--- src/rtl/fifo_stream_reader.sv ---
// fifo_stream_reader
//   Read-side drain stage for a synchronous FIFO with one cycle of read
//   latency. Issues FIFO reads, parks returning words in a two-entry skid
//   buffer, and presents them as a valid/ready stream framed into packets
//   of PKT_LEN beats.
//
// Ports
//   clk, rst     : single clock, asynchronous active-high reset
//   en           : 1 = fetch from FIFO, 0 = stop fetching and drain
//   fifo_empty   : FIFO empty flag
//   fifo_rd_en   : FIFO read strobe
//   fifo_rdata   : FIFO read data, valid the cycle after fifo_rd_en
//   m_valid      : output beat valid
//   m_ready      : sink accepts beat
//   m_data       : output beat data
//   m_last       : final beat of a packet
//   pkt_cnt      : completed packet count, wraps
//   idle         : FSM is in IDLE
module fifo_stream_reader #(
    parameter int WIDTH   = 8,
    parameter int PKT_LEN = 4,
    parameter int CNT_W   = 16
) (
    input  logic             clk,
    input  logic             rst,
    input  logic             en,
    input  logic             fifo_empty,
    output logic             fifo_rd_en,
    input  logic [WIDTH-1:0] fifo_rdata,
    output logic             m_valid,
    input  logic             m_ready,
    output logic [WIDTH-1:0] m_data,
    output logic             m_last,
    output logic [CNT_W-1:0] pkt_cnt,
    output logic             idle
);

    localparam int IDX_W = (PKT_LEN > 1) ? $clog2(PKT_LEN) : 1;
    localparam logic [IDX_W-1:0] LAST_IDX = IDX_W'(PKT_LEN - 1);

    typedef enum logic [1:0] {
        S_IDLE,
        S_RUN,
        S_DRAIN
    } state_t;

    state_t           state;
    state_t           state_nxt;
    logic [1:0]       occ;
    logic             inflight;
    logic [WIDTH-1:0] buf0;
    logic [WIDTH-1:0] buf1;
    logic [IDX_W-1:0] beat_idx;
    logic             pop;
    logic [2:0]       pending;

    assign m_valid = (occ != 2'd0);
    assign pop     = m_valid && m_ready;
    assign m_data  = buf0;
    assign m_last  = m_valid && (beat_idx == LAST_IDX);
    assign idle    = (state == S_IDLE);

    // Words that will occupy the buffer after this edge, counting the one
    // in flight; a new read is only allowed if it will still find a slot.
    assign pending = {1'b0, occ} + {2'b00, inflight} - {2'b00, pop};

    always_comb begin
        state_nxt  = state;
        fifo_rd_en = 1'b0;
        case (state)
            S_IDLE: begin
                if (en) state_nxt = S_RUN;
            end
            S_RUN: begin
                fifo_rd_en = !fifo_empty && (pending < 3'd2);
                if (!en) state_nxt = S_DRAIN;
            end
            S_DRAIN: begin
                if (en)                                 state_nxt = S_RUN;
                else if (occ == 2'd0 && !inflight)      state_nxt = S_IDLE;
            end
            default: state_nxt = S_IDLE;
        endcase
    end

    always_ff @(posedge clk or posedge rst) begin
        if (rst) begin
            state    <= S_IDLE;
            inflight <= 1'b0;
        end else begin
            state    <= state_nxt;
            inflight <= fifo_rd_en;
        end
    end

    // Skid buffer: buf0 is always the head. Capture and pop may coincide.
    always_ff @(posedge clk or posedge rst) begin
        if (rst) begin
            occ  <= 2'd0;
            buf0 <= '0;
            buf1 <= '0;
        end else begin
            case ({inflight, pop})
                2'b10: begin
                    if (occ == 2'd0) buf0 <= fifo_rdata;
                    else             buf1 <= fifo_rdata;
                    occ <= occ + 2'd1;
                end
                2'b01: begin
                    buf0 <= buf1;
                    occ  <= occ - 2'd1;
                end
                2'b11: begin
                    if (occ == 2'd1) begin
                        buf0 <= fifo_rdata;
                    end else begin
                        buf0 <= buf1;
                        buf1 <= fifo_rdata;
                    end
                end
                default: ;
            endcase
        end
    end

    always_ff @(posedge clk or posedge rst) begin
        if (rst) begin
            beat_idx <= '0;
            pkt_cnt  <= '0;
        end else if (pop) begin
            if (m_last) begin
                beat_idx <= '0;
                pkt_cnt  <= pkt_cnt + 1'b1;
            end else begin
                beat_idx <= beat_idx + 1'b1;
            end
        end
    end

endmodule

--- config.mk ---
export PLATFORM = sky130hd
export DESIGN_NAME = fifo_stream_reader
export DESIGN_NICKNAME = d
export VERILOG_FILES = /design/src/rtl/fifo_stream_reader.sv
export SDC_FILE = /design/constraint.sdc
export NUM_CORES = 1
export LEC_CHECK = 0
export BUFFER_PORTS_ARGS = -buffer_cell sky130_fd_sc_hd__buf_2
export CAP_MARGIN = 20
export CORE_MARGIN = 2
export CORE_UTILIZATION = 53
export DETAILED_ROUTE_END_ITERATION = 8
export PLACE_DENSITY = 0.78
export SLEW_MARGIN = 20
export SYNTH_ARGS = -nofsm -noshare
export SYNTH_HDL_FRONTEND = slang
export SYNTH_SLANG_ARGS = --single-unit
--- constraint.sdc ---
create_clock -name clk -period 2.7 [get_ports clk]
set_input_delay 0.405 -clock clk [delete_from_list [all_inputs] [get_ports clk]]
set_output_delay 0.405 -clock clk [all_outputs]
set_load 0.01 [all_outputs]
# After elaboration in Yosys (flattened, before gate mapping)
# Cells that the tools add are included.
[totals]
wordCells = 57
regBits = 39
[op_classes]
reduce_logical = 16
addsub = 6
order_cmp = 1
muxes = 14
eq_ne = 13
[ops]
columns = ["cell", "count"]
rows = [
  ["8-bit 2-to-1 mux", 4],
  ["8-bit one-hot mux with 3 select lines", 1],
  ["16-bit by 1-bit adder with 16-bit output (second input constant)", 1],
  ["8-bit one-hot mux with 2 select lines", 1],
  ["2-bit 2-to-1 mux", 5],
  ["2-bit != test (second input constant)", 5],
  ["2-bit equality test (second input constant)", 4],
  ["2-bit by 1-bit equality test with 1-bit output (second input constant)", 3],
  ["2-bit one-hot mux with 3 select lines", 1],
  ["3-bit AND reduction", 2],
  ["2-bit nonzero test", 3],
  ["2-bit by 1-bit adder with 2-bit output (second input constant)", 2],
  ["1-bit logical AND", 4],
  ["2-bit zero test", 2],
  ["2-bit one-hot mux with 2 select lines", 1],
  ["2-bit AND reduction", 2],
  ["2-bit by 1-bit adder with 3-bit output", 1],
  ["3-bit by 2-bit < comparator with 1-bit output (second input constant)", 1],
  ["3-bit != test (second input constant)", 1],
  ["3-bit nonzero test", 1],
  ["3-bit by 1-bit subtractor with 3-bit output", 1],
  ["1-bit zero test", 2],
  ["2-bit by 1-bit subtractor with 2-bit output (second input constant)", 1],
  ["1-bit 2-to-1 mux", 1],
]

# Depth between registers and ports, before layout
# Gate-level depths: netlist (run 1).
[depth]
ltp_word = 6
mapped_depth = 10
depth_no_buf = 9

# Worst setup path before layout (run 1)
# Ideal clock, no wire load.
[synth_path]
kind = "reg2out"
from = "reg occ[1]"
to = "out fifo_rd_en"
setup_slack_ns = -0.149
stages_incl_launch_ff = 10
arrival_ns = 2.444
required_ns = 2.295
path_cell_list = "dfrtp_1 inv_1 ha_1 nor2b_1 buf_4 ha_1 nand2b_1 fa_1 xor2_1 nor4b_1"
[synth_between]
elab_chain_len = 6
word_cells_on_any_way = 7
cone_classes = "2 x add/sub; 1 x order compare; 1 x mux; 3 x reduce/logical"
[synth_lines]
columns = ["item", "line", "rtl"]
rows = [
  ["from (decl)", "49", "logic [1:0] occ;"],
  ["from (signal assigned)", "107", "occ <= occ + 2'd1;"],
  ["from (signal assigned)", "111", "occ <= occ - 2'd1;"],
  ["2-bit nonzero test", "57", "assign m_valid = (occ != 2'd0);"],
  ["1-bit logical AND", "58", "assign pop = m_valid && m_ready;"],
  ["via pop", "54", "logic pop;"],
  ["3-bit by 1-bit subtractor with 3-bit output", "65", "assign pending = {1'b0, occ} + {2'b00, inflight} - {2'b00, pop};"],
  ["3-bit by 2-bit < comparator with 1-bit output", "75", "fifo_rd_en = !fifo_empty && (pending < 3'd2);"],
  ["1-bit logical AND", "75", ""],
  ["1-bit 2-to-1 mux", "70", "case (state)"],
  ["to (decl)", "28", "output logic fifo_rd_en,"],
]
# The timed path passes the listed nets, and every way through them passes these cells.

# Worst setup path after layout (run 1)
[layout_path]
from = "reg occ[0]"
to = "out fifo_rd_en"
[layout_between]
elab_chain_len = 6
word_cells_on_any_way = 7
cone_classes = "2 x add/sub; 1 x order compare; 1 x mux; 3 x reduce/logical"
[layout_lines]
columns = ["item", "line"]
rows = [
  ["branches (longest 2 deep; another with 2-bit by 1-bit adder with 3-bit output)", "-"],
  ["3-bit by 1-bit subtractor with 3-bit output *", "65"],
  ["3-bit by 2-bit < comparator with 1-bit output *", "75"],
  ["1-bit logical AND *", "75"],
  ["1-bit 2-to-1 mux *", "70"],
]
# Every way passes the cells marked *.

==> results.md, run 1 <==
* Run status: finished, violations left
* Violated checks: negative setup slack
* Routed WL at 3739 um
* Total congestion overflow at 0
* Total GRT Usage at 0.2081
* Post-Syn Area per Cell at 11.72 um2
* Tmin final at 2814 ps
* Crit path launch type: flop
* Vias at around 1300
* Setup Crit Path Kind: reg -> out
* Synth Instances at 157
* Endpoints failing setup at 1
* Most frequent cells in the layout: 40 x buf_2, 39 x dfrtp_1, 15 x nand2_1
* Initial Util at 0.5516
* Antenna diode count at 0
* Setup slack at placement at 59.74 ps
* Largest net degree at the start of global routing at 40
* Slew Limit Fails at 0
* Worst path required time at 2300 ps
* Post-route DRC violation count at 0
* Die Ht at 62.93 um
* Slew of the pin with the lowest slew margin at 705.8 ps
* Peak Freq at 355.4 MHz
* Vias per cell at 5.230
* Worst hold path class: in -> async
* Switch Pwr at 0.7853 mW
* Detailed placer's ending HPWL at 2671 um
* # nets final at roughly 230
* Final Hold Viols at 0
* Ys flop type: dfrtp_1
* Int Power at 1.448 mW
* First-pass GRT wire length at 6272 um
* Combinational Power Share at 0.421
* Relative slew slack at 0.5160
* Fill count at 274
* Synthesized area at 1841 um2
* Fraction of layout instances using a drive strength above 1 at 0.3762
* Full die area at between 3000 and 4000 um2
* Max-Cap Viols at 0
* Ports at 41
* Net Sw Frac at 0.3517
* Setup ws final at -113.9 ps
* Fin crit share at 1.042
* Lkg Pwr at 1.127 nW
* R2R Path Start: occ[0]
* Clock tree root buffer cell: clkbuf_4
* Hold-fix buffers, CTS at 0
* Yosys cell types at 29
* WHS at 139.4 ps
* Syn. warnings at 0
* RSZ-0062 raised after global routing: true
* Finished Layout Cells at about 260
* Fin util at 0.6820
* CTS buffer count at 5
* Seq/Total Area, Yosys at 0.5303
* Worst Skew at ~11 ps
* Core area at 3337 um2
* Drt pass-1 iters at 5
* Critical Path AT at about 2400 ps
* Reg clk slew, reported paths at 120 ps
* GPL Wtd Cong at 0.7641
* ANT nets after route at 0
* Die X at 62.93 um
* Row count at 21
* Clock tree from TritonCTS: yes
* Initial antenna violation count at 0
* PD cells at approximately 1000 nW/um2
* Layout area overhead at 23.66%
* H-tree Lvls at 2
* Placed cells at 246
* Commonest non-fill, non-tap cell in the layout: buf_2
* Ys async rst share at 1.000
* Number of global-route vias before repair at 1406
* Sequential share of power at 0.392
* Initial DRC Count at 61
* Crit-path max FO at 2
* Post-detailed-route wirelength per cell at 14.61 um
* Flop2flop setup slack at 400 ps
* Clock Sinks at 39
* Syn Nets at 179
* CP Launch Point: occ[0]
* Synthesized flop and latch total at 39
* Post-synth EDFFs at 0
* Worst IR drop on VDD at 629.9 uV
* CTS Buffer Depth at 2
* IO buf count at 40
* Clk Latency, worst-skew pair at 360 ps
* Worst setup EP type: primary output
* Clock power share at 0.187
state kept, by name (all words and copies together) (netlist names):
register and flops:
buf1 8, beat_idx 2, pkt_cnt 16, inflight 1
occ 2, state 2, m_data 8
final cells by class:
class	count	area [um2]	share of cell area
multi-input combinational	107	869.6	0.3821
sequential	39	975.9	0.4288
clock buffer	6	51.30	0.02254
clock inverter	2	35.03	0.01539
inverter	9	33.78	0.01484
timing repair buffer	47	252.7	0.1110
tap	46	57.56	0.02529
critical path, cell delays in order (launching register included):
cell      delay [ps]
dfrtp_1          410
inv_2             60
ha_4             170
nor2b_4          130
ha_4             210
nand2b_4         150
fa_2             530
nor4b_2          220
buf_2            180
power groups by stage:
| stage | combinational (mW) | clock (mW) | sequential (mW) |
|---|---|---|---|
| 2_1_floorplan | 0.534 | 0 | 0.916 |
| 3_3_place_gp | 0.797 | 0 | 0.870 |
| 3_5_place_dp | 0.854 | 0 | 0.886 |
| 4_1_cts | 0.913 | 0.424 | 0.873 |
| 5_1_grt | 1.04 | 0.457 | 0.900 |
| 6_report | 0.940 | 0.417 | 0.876 |
layer usage:
metal  vias to the layer above  global-route usage  routed length [um]
met3                         8             0.06306                 173
met2                        33              0.3604                1930
met4                         0             0.09722                  76
li1                        647                   -                   -
met1                       651              0.2330                1558
met5                         -                   0                   0
what timing repair did:
| action | in CTS | in global routing |
|---|---|---|
| pin swaps | 3 | 3 |
| gates resized for setup | 6 | 4 |
| buffers inserted | 1 | 1 |
| hold endpoints to repair | 0 | 0 |
| endpoints found under the setup margin | 1 | 1 |
per-stage QoR:
| stage | area [um2] | TNS (ps) | power (mW) |
|---|---|---|---|
| after CTS | 2256 | -235.0 | 2.210 |
| after detailed placement | 2130 | 0 | 1.740 |
| after floorplan | 1847 | 0 | 1.450 |
| after global placement | 2130 | 0 | 1.667 |
| final | 2276 | -113.9 | 2.233 |
| after global routing | 2276 | -187.1 | 2.396 |
cells by family (layout without fill, tap and decap cells):
family,Yosys count,in the layout,synth area share
AO/OA/AOI/OAI,24,24,0.08430
adder cells (fa/ha/maj),9,9,0.06526
flip-flops,39,39,0.5303
AND/OR/NAND/NOR,44,44,0.1366
XOR/XNOR,18,18,0.08566
buffers and inverters,11,64,0.02515
multiplexers,12,12,0.07274
synthesized netlist by cell type (all sizes together), types with 2 or more instances:
library cell / number / area share
and4: 2 / 0.0095
dfrtp: 39 / 0.53
a22oi: 8 / 0.033
and3: 3 / 0.010
nand4: 3 / 0.010
a21oi: 3 / 0.012
ha: 8 / 0.054
o21ai: 10 / 0.027
nand2: 15 / 0.031
nand2b: 2 / 0.0068
nand3: 7 / 0.019
xor2: 4 / 0.019
xnor2: 14 / 0.067
mux2: 11 / 0.067
nor4b: 2 / 0.018
buf: 2 / 0.0068
nor2: 6 / 0.012
nor2b: 2 / 0.0068
inv: 9 / 0.018
path summary, 6_finish.rpt:
check | end | cells after the start
worst max register to register | m_data[7] | 8
min in group clk | state[1] | 2
worst min-delay path | occ[1] | 3
max in group asynchronous | m_data[4] | 3
worst max-delay path | fifo_rd_en | 8
worst min register to register | pkt_cnt[15] | 1
(Power assumes the default switching activity.)
==> run 2: changes to the inputs <==
--- a/config.mk
+++ b/config.mk
@@ -7,10 +7,10 @@
 export LEC_CHECK = 0
 export BUFFER_PORTS_ARGS = -buffer_cell sky130_fd_sc_hd__buf_2
 export CAP_MARGIN = 20
-export CORE_MARGIN = 2
+export CORE_MARGIN = 10
 export CORE_UTILIZATION = 53
 export DETAILED_ROUTE_END_ITERATION = 8
-export PLACE_DENSITY = 0.78
+export PLACE_DENSITY_LB_ADDON = 0.08
 export SLEW_MARGIN = 20
 export SYNTH_ARGS = -nofsm -noshare
 export SYNTH_HDL_FRONTEND = slang
==> results.md, run 2 (same netlist as run 1, synthesis figures left out) <==
* Clock Sinks at 39
* Slew Limit Fails at 0
* Met3 GRT Util at 0.06306
* RSZ-0062 raised after global routing: true
* Clock tree from TritonCTS: yes
* First-pass GRT wire length at 6520 um
* Final Hold Viols at 0
* Initial DRC Count at 88
* Initial Util at 0.5516
* CP Launch Point: occ[1]
* Number of global-route vias before repair at ~1400
* Crit-path max FO at 2
* Initial antenna violation count at 0
* Full die area at roughly 6200 um2
* Clock tree root buffer cell: clkbuf_4
* Met1 Resource Use GR at 0.1421
* Critical Path, Cell by Cell: inv_2 > ha_4 > nor2b_4 > ha_4 > nand2b_4 > fa_2 > xor2_2 > nor4b_4 > buf_2
* Antenna diode count at 0
* Clk Latency, worst-skew pair at 350 ps
* Die Ht at 78.93 um
* Commonest non-fill, non-tap cell in the layout: buf_2
* Post-detailed-route wirelength per cell at 15.00 um
* Violated checks: negative setup slack
* CTS Buffer Depth at 2
* R2R Path Start: occ[1]
* Reg clk slew, reported paths at 120 ps
* Worst path required time at 2300 ps
* Largest Register: pkt_cnt
* Worst IR drop on VDD at between 600 and 700 uV
* Worst Skew at between 7 and 8 ps
* Layout area overhead at 26.44%
* Largest register FFs at 16
* Die X at 78.93 um
* Vias per cell at between 5 and 6
* Family with the most delay on the worst path: adder cells
* Post-route DRC violation count at 0
* Drt pass-1 iters at 4
* CTS buffer count at 5
* Tmin final at roughly 2800 ps
* Fin util at 0.6974
* Total GRT Usage at 0.1319
* ANT nets after route at 0
* H-tree Lvls at 2
* Endpoints failing setup at 1
* Largest net degree at the start of global routing at 40
* Fin crit share at 1.032
* Setup ws final at -87.68 ps
* Fill count at 263
* IO buf count at 40
* Vias at 1338
* Most frequent CP cell: ha_4
* Lkg Pwr at 1.153 nW
* Critical Path AT at 2380 ps
* Most Crowded Layer GR: met2
* Worst hold path class: in -> async
* Crit-path max cell delay at 390 ps
* Crit-path slowest cell: dfrtp_1
* Multi-input logic area at ~880 um2
* Relative slew slack at 0.5543
* Peak Freq at 358.7 MHz
* GPL Wtd Cong at between 0.7 and 0.8
* Fraction of layout instances using a drive strength above 1 at 0.3803
* Buffers & Inverters on Critical Path at 2
* Worst setup EP type: primary output
* Met2 usage at 0.2188
* Setup Crit Path Kind: reg -> out
* Register area at between 900 and 1000 um2
* PD cells at between 1000 and 1500 nW/um2
* Total congestion overflow at 0
* WHS at ~150 ps
* Slew of the pin with the lowest slew margin at about 650 ps
* Routed WL at 3886 um
* Crit path launch type: flop
* Detailed placer's ending HPWL at 2895 um
* Ports at between 40 and 50
* Run status: finished, violations left
* Max-Cap Viols at 0
* # nets final at roughly 230
* Most frequent cells in the layout: 40 x buf_2, 39 x dfrtp_1, 15 x nand2_1
* Row count at 21
* Core area at 3337 um2
==> run 2: cell types whose count changed in the layout (fill, tap and decap cells not counted) <==
cell	delta
ha_1	+1
xor2_1	-1
clkbuf_8	-1
clkbuf_1	+1
xor2_2	+1
buf_4	+3
bufinv_16	+1
nor4b_2	-1
nor4b_4	+1
ha_2	-1
clkinv_2	-1
==> run 2: repair_timing <==
| item | 4_1_cts | 5_1_grt |
|---|---|---|
| pin swaps | 3 | 3 |
| resized for setup | 10 | 1 |
| gates cloned | 0 | 0 |
| setup buffers | 2 | 3 |
| endpoints found under the setup margin | 1 | 1 |
| hold buffers | 0 | 0 |
==> run 2: path summary, 6_finish.rpt <==
| check | cells past startpoint | slack (ps) | endpoint |
|---|---|---|---|
| setup / recovery | 9 | -90 | fifo_rd_en |
| hold / removal | 3 | 150 | m_data[4] |
| setup reg to reg | 8 | 460 | m_data[6] |
| hold reg to reg | 1 | 480 | pkt_cnt[15] |
| max in group asynchronous | 3 | 2210 | inflight |
| min in group clk | 2 | 210 | state[1] |
==> run 2: stage by stage <==
step | area [um2] | setup WS, ps | std cells | TNS, ps | total power, mW
floorplan | 1847 | 2.420 | 157 | 0 | 1.450
global placement | 2130 | 205.0 | 246 | 0 | 1.683
detailed placement | 2130 | 63.96 | 246 | 0 | 1.744
CTS | 2296 | -236.5 | 256 | -236.5 | 2.330
global route | 2327 | -204.9 | 259 | -204.9 | 2.529
finish | 2327 | -87.68 | 259 | -87.68 | 2.364
==> run 2: area by class of cell <==
cell class | count | area share
sequential | 39 | 0.4194
timing repair buffer | 50 | 0.1183
clock inverter | 2 | 0.02581
inverter | 9 | 0.01452
multi-input combinational | 107 | 0.3796
clock buffer | 6 | 0.01774
tap | 46 | 0.02473
==> run 2: power by group <==
group / switching [mW] / internal, mW
registers: 0.117 / 0.763
clock network: 0.194 / 0.289
logic: 0.490 / 0.511
==> run 2: per-layer routing <==
| metal | vias up | routed length [um] |
|---|---|---|
| li1 | 644 | - |
| met1 | 658 | 1601 |
| met2 | 31 | 1927 |
| met3 | 5 | 296 |
| met4 | 0 | 61 |
| met5 | - | 0 |
==> run 2: tightest hold or removal path: stages <==
cell	delay, ps
buf_2	90
inv_1	40
buf_4	420
==> run 3: changes to the inputs <==
--- a/config.mk
+++ b/config.mk
@@ -11,6 +11,7 @@
 export CORE_UTILIZATION = 53
 export DETAILED_ROUTE_END_ITERATION = 8
 export PLACE_DENSITY_LB_ADDON = 0.08
+export SETUP_SLACK_MARGIN = 0.05
 export SLEW_MARGIN = 20
 export SYNTH_ARGS = -nofsm -noshare
 export SYNTH_HDL_FRONTEND = slang
==> results.md, run 3 (same netlist as run 1, synthesis figures left out) <==
* Run status: finished, violations left
* Violated checks: negative setup slack
* Die Ht at 78.93 um
* Worst path required time at about 2300 ps
* Initial Util at 0.5516
* Total congestion overflow at 0
* Finished Layout Cells at 257
* Worst hold path class: in -> async
* Fraction of layout instances using a drive strength above 1 at 0.3697
* Worst Skew at 5.639 ps
* Post-detailed-route wirelength per cell at 14.53 um
* Final total power at 2.161 mW
* Crit path launch type: flop
* Largest Register: pkt_cnt
* Final Hold Viols at 0
* Clock Sinks at 39
* Lkg Pwr at 1.129 nW
* Core area at 3337 um2
* Post-route DRC violation count at 0
* Largest register FFs at 16
* Slew of the pin with the lowest slew margin at 615.9 ps
* Most frequent cells in the layout: 40 x buf_2, 39 x dfrtp_1, 15 x nand2_1
* IO buf count at 40
* Clk Latency, worst-skew pair at 340 ps
* Worst IR drop on VDD at around 570 uV
* CTS Buffer Depth at 2
* Critical Path AT at 2350 ps
* Fill count at 273
* Number of global-route vias before repair at 1274
* Tmin final at 2759 ps
* Commonest non-fill, non-tap cell in the layout: buf_2
* GPL Wtd Cong at a little over 0.8
* # nets final at about 230
* Largest net degree at the start of global routing at 18
* Die X at between 70 and 80 um
* Initial antenna violation count at 0
* Endpoints failing setup at 1
* Max-Cap Viols at 0
* Drt pass-1 iters at 4
* Ports at 41
* H-tree Lvls at 2
* First-pass GRT wire length at 5954 um
* Placed cells at 247
* Multi-input logic area at 878.3 um2
* Register area at 975.9 um2
* Clock tree from TritonCTS: yes
* Setup ws final at -58.83 ps
* Routed WL at 3735 um
* Layout area overhead at 23.59%
* Clock tree root buffer cell: clkbuf_4
* Row count at 21
* Slew Limit Fails at 0
* Reg clk slew, reported paths at 110 ps
* RSZ-0062 raised after global routing: true
* Vias per cell at 5.171
* Crit-path max FO at 4
* Detailed placer's ending HPWL at 2839 um
* Setup Crit Path Kind: reg -> out
* Vias at roughly 1300
* Relative slew slack at 0.5890
* Fin crit share at 1.022
* CTS buffer count at 5
* PD cells at 949.9 nW/um2
* Peak Freq at 362.5 MHz
* ANT nets after route at 0
* Worst setup EP type: primary output
* Antenna diode count at 0
* Initial DRC Count at 61
* Total GRT Usage at 0.1213
* Full die area at 6230 um2
-- run 3: changes by cell type in the layout (fill, tap and decap cells not counted), sizes merged --
cell,before,now
buf,50,48
bufinv,2,0
clkbuf,6,8
-- run 3: critical path, stage by stage, from the launching register on --
cell      delay, ps
dfrtp_1         370
inv_1            70
ha_4            170
nor2b_4         130
ha_4            220
nand2b_4        140
fa_2            330
xor2_1          170
nor4b_4         230
buf_2           170
-- run 3: final timing paths --
kind	start	to	slack, ps	cells past startpoint
setup / recovery	occ[0]	fifo_rd_en	-60	9
hold / removal	rst	m_data[4]	120	2
setup reg to reg	occ[0]	buf1[4]	480	10
hold reg to reg	pkt_cnt[15]	pkt_cnt[15]	470	1
max in group asynchronous	rst	pkt_cnt[5]	1930	3
min in group clk	en	state[1]	220	2
-- run 3: layer usage --
layer  GRT usage  routed length (um)  up-vias
li1            -                   -      644
met1      0.1365                1529      644
met2      0.1875                1855       34
met3     0.06081                 271        7
met4     0.05914                  78        0
met5           0                   0        -
-- run 3: final cells by class --
type / count / share of cell area
flip-flops and latches: 39 / 0.4290
inverters: 9 / 0.01485
multi-input cells: 107 / 0.3861
well taps: 46 / 0.02530
repair buffers: 48 / 0.1144
clock buffers: 8 / 0.03025
-- run 3: where the power goes --
group	switching [mW]	total (mW)	internal [mW]	leakage [nW]
Sequential	0.111	0.874	0.763	0.497
Clock	0.180	0.333	0.153	0.0386
Combinational	0.475	0.954	0.479	0.593
-- run 3: what timing repair did --
action,4_1_cts,5_1_grt
pin swaps,2,0
gates resized for setup,4,2
hold buffers,0,0
setup endpoints to repair,1,1
buffers inserted,1,1
-- run 3: metrics by stage --
| step | setup TNS, ps | utilization | cell area [um2] | worst slack, ps | hold slack, ps |
|---|---|---|---|---|---|
| 2_1_floorplan | 0 | - | 1872 | 93.14 | 466.3 |
| 3_3_place_gp | 0 | 0.6479 | 2162 | 138.7 | 453.7 |
| 3_5_place_dp | 0 | 0.6479 | 2162 | 60.43 | 458.6 |
| 4_1_cts | -95.55 | 0.6764 | 2257 | -95.55 | 121.6 |
| 5_1_grt | -199.6 | 0.6817 | 2275 | -199.6 | 153.2 |
| 6_report | -58.83 | 0.6817 | 2275 | -58.83 | 119.9 |
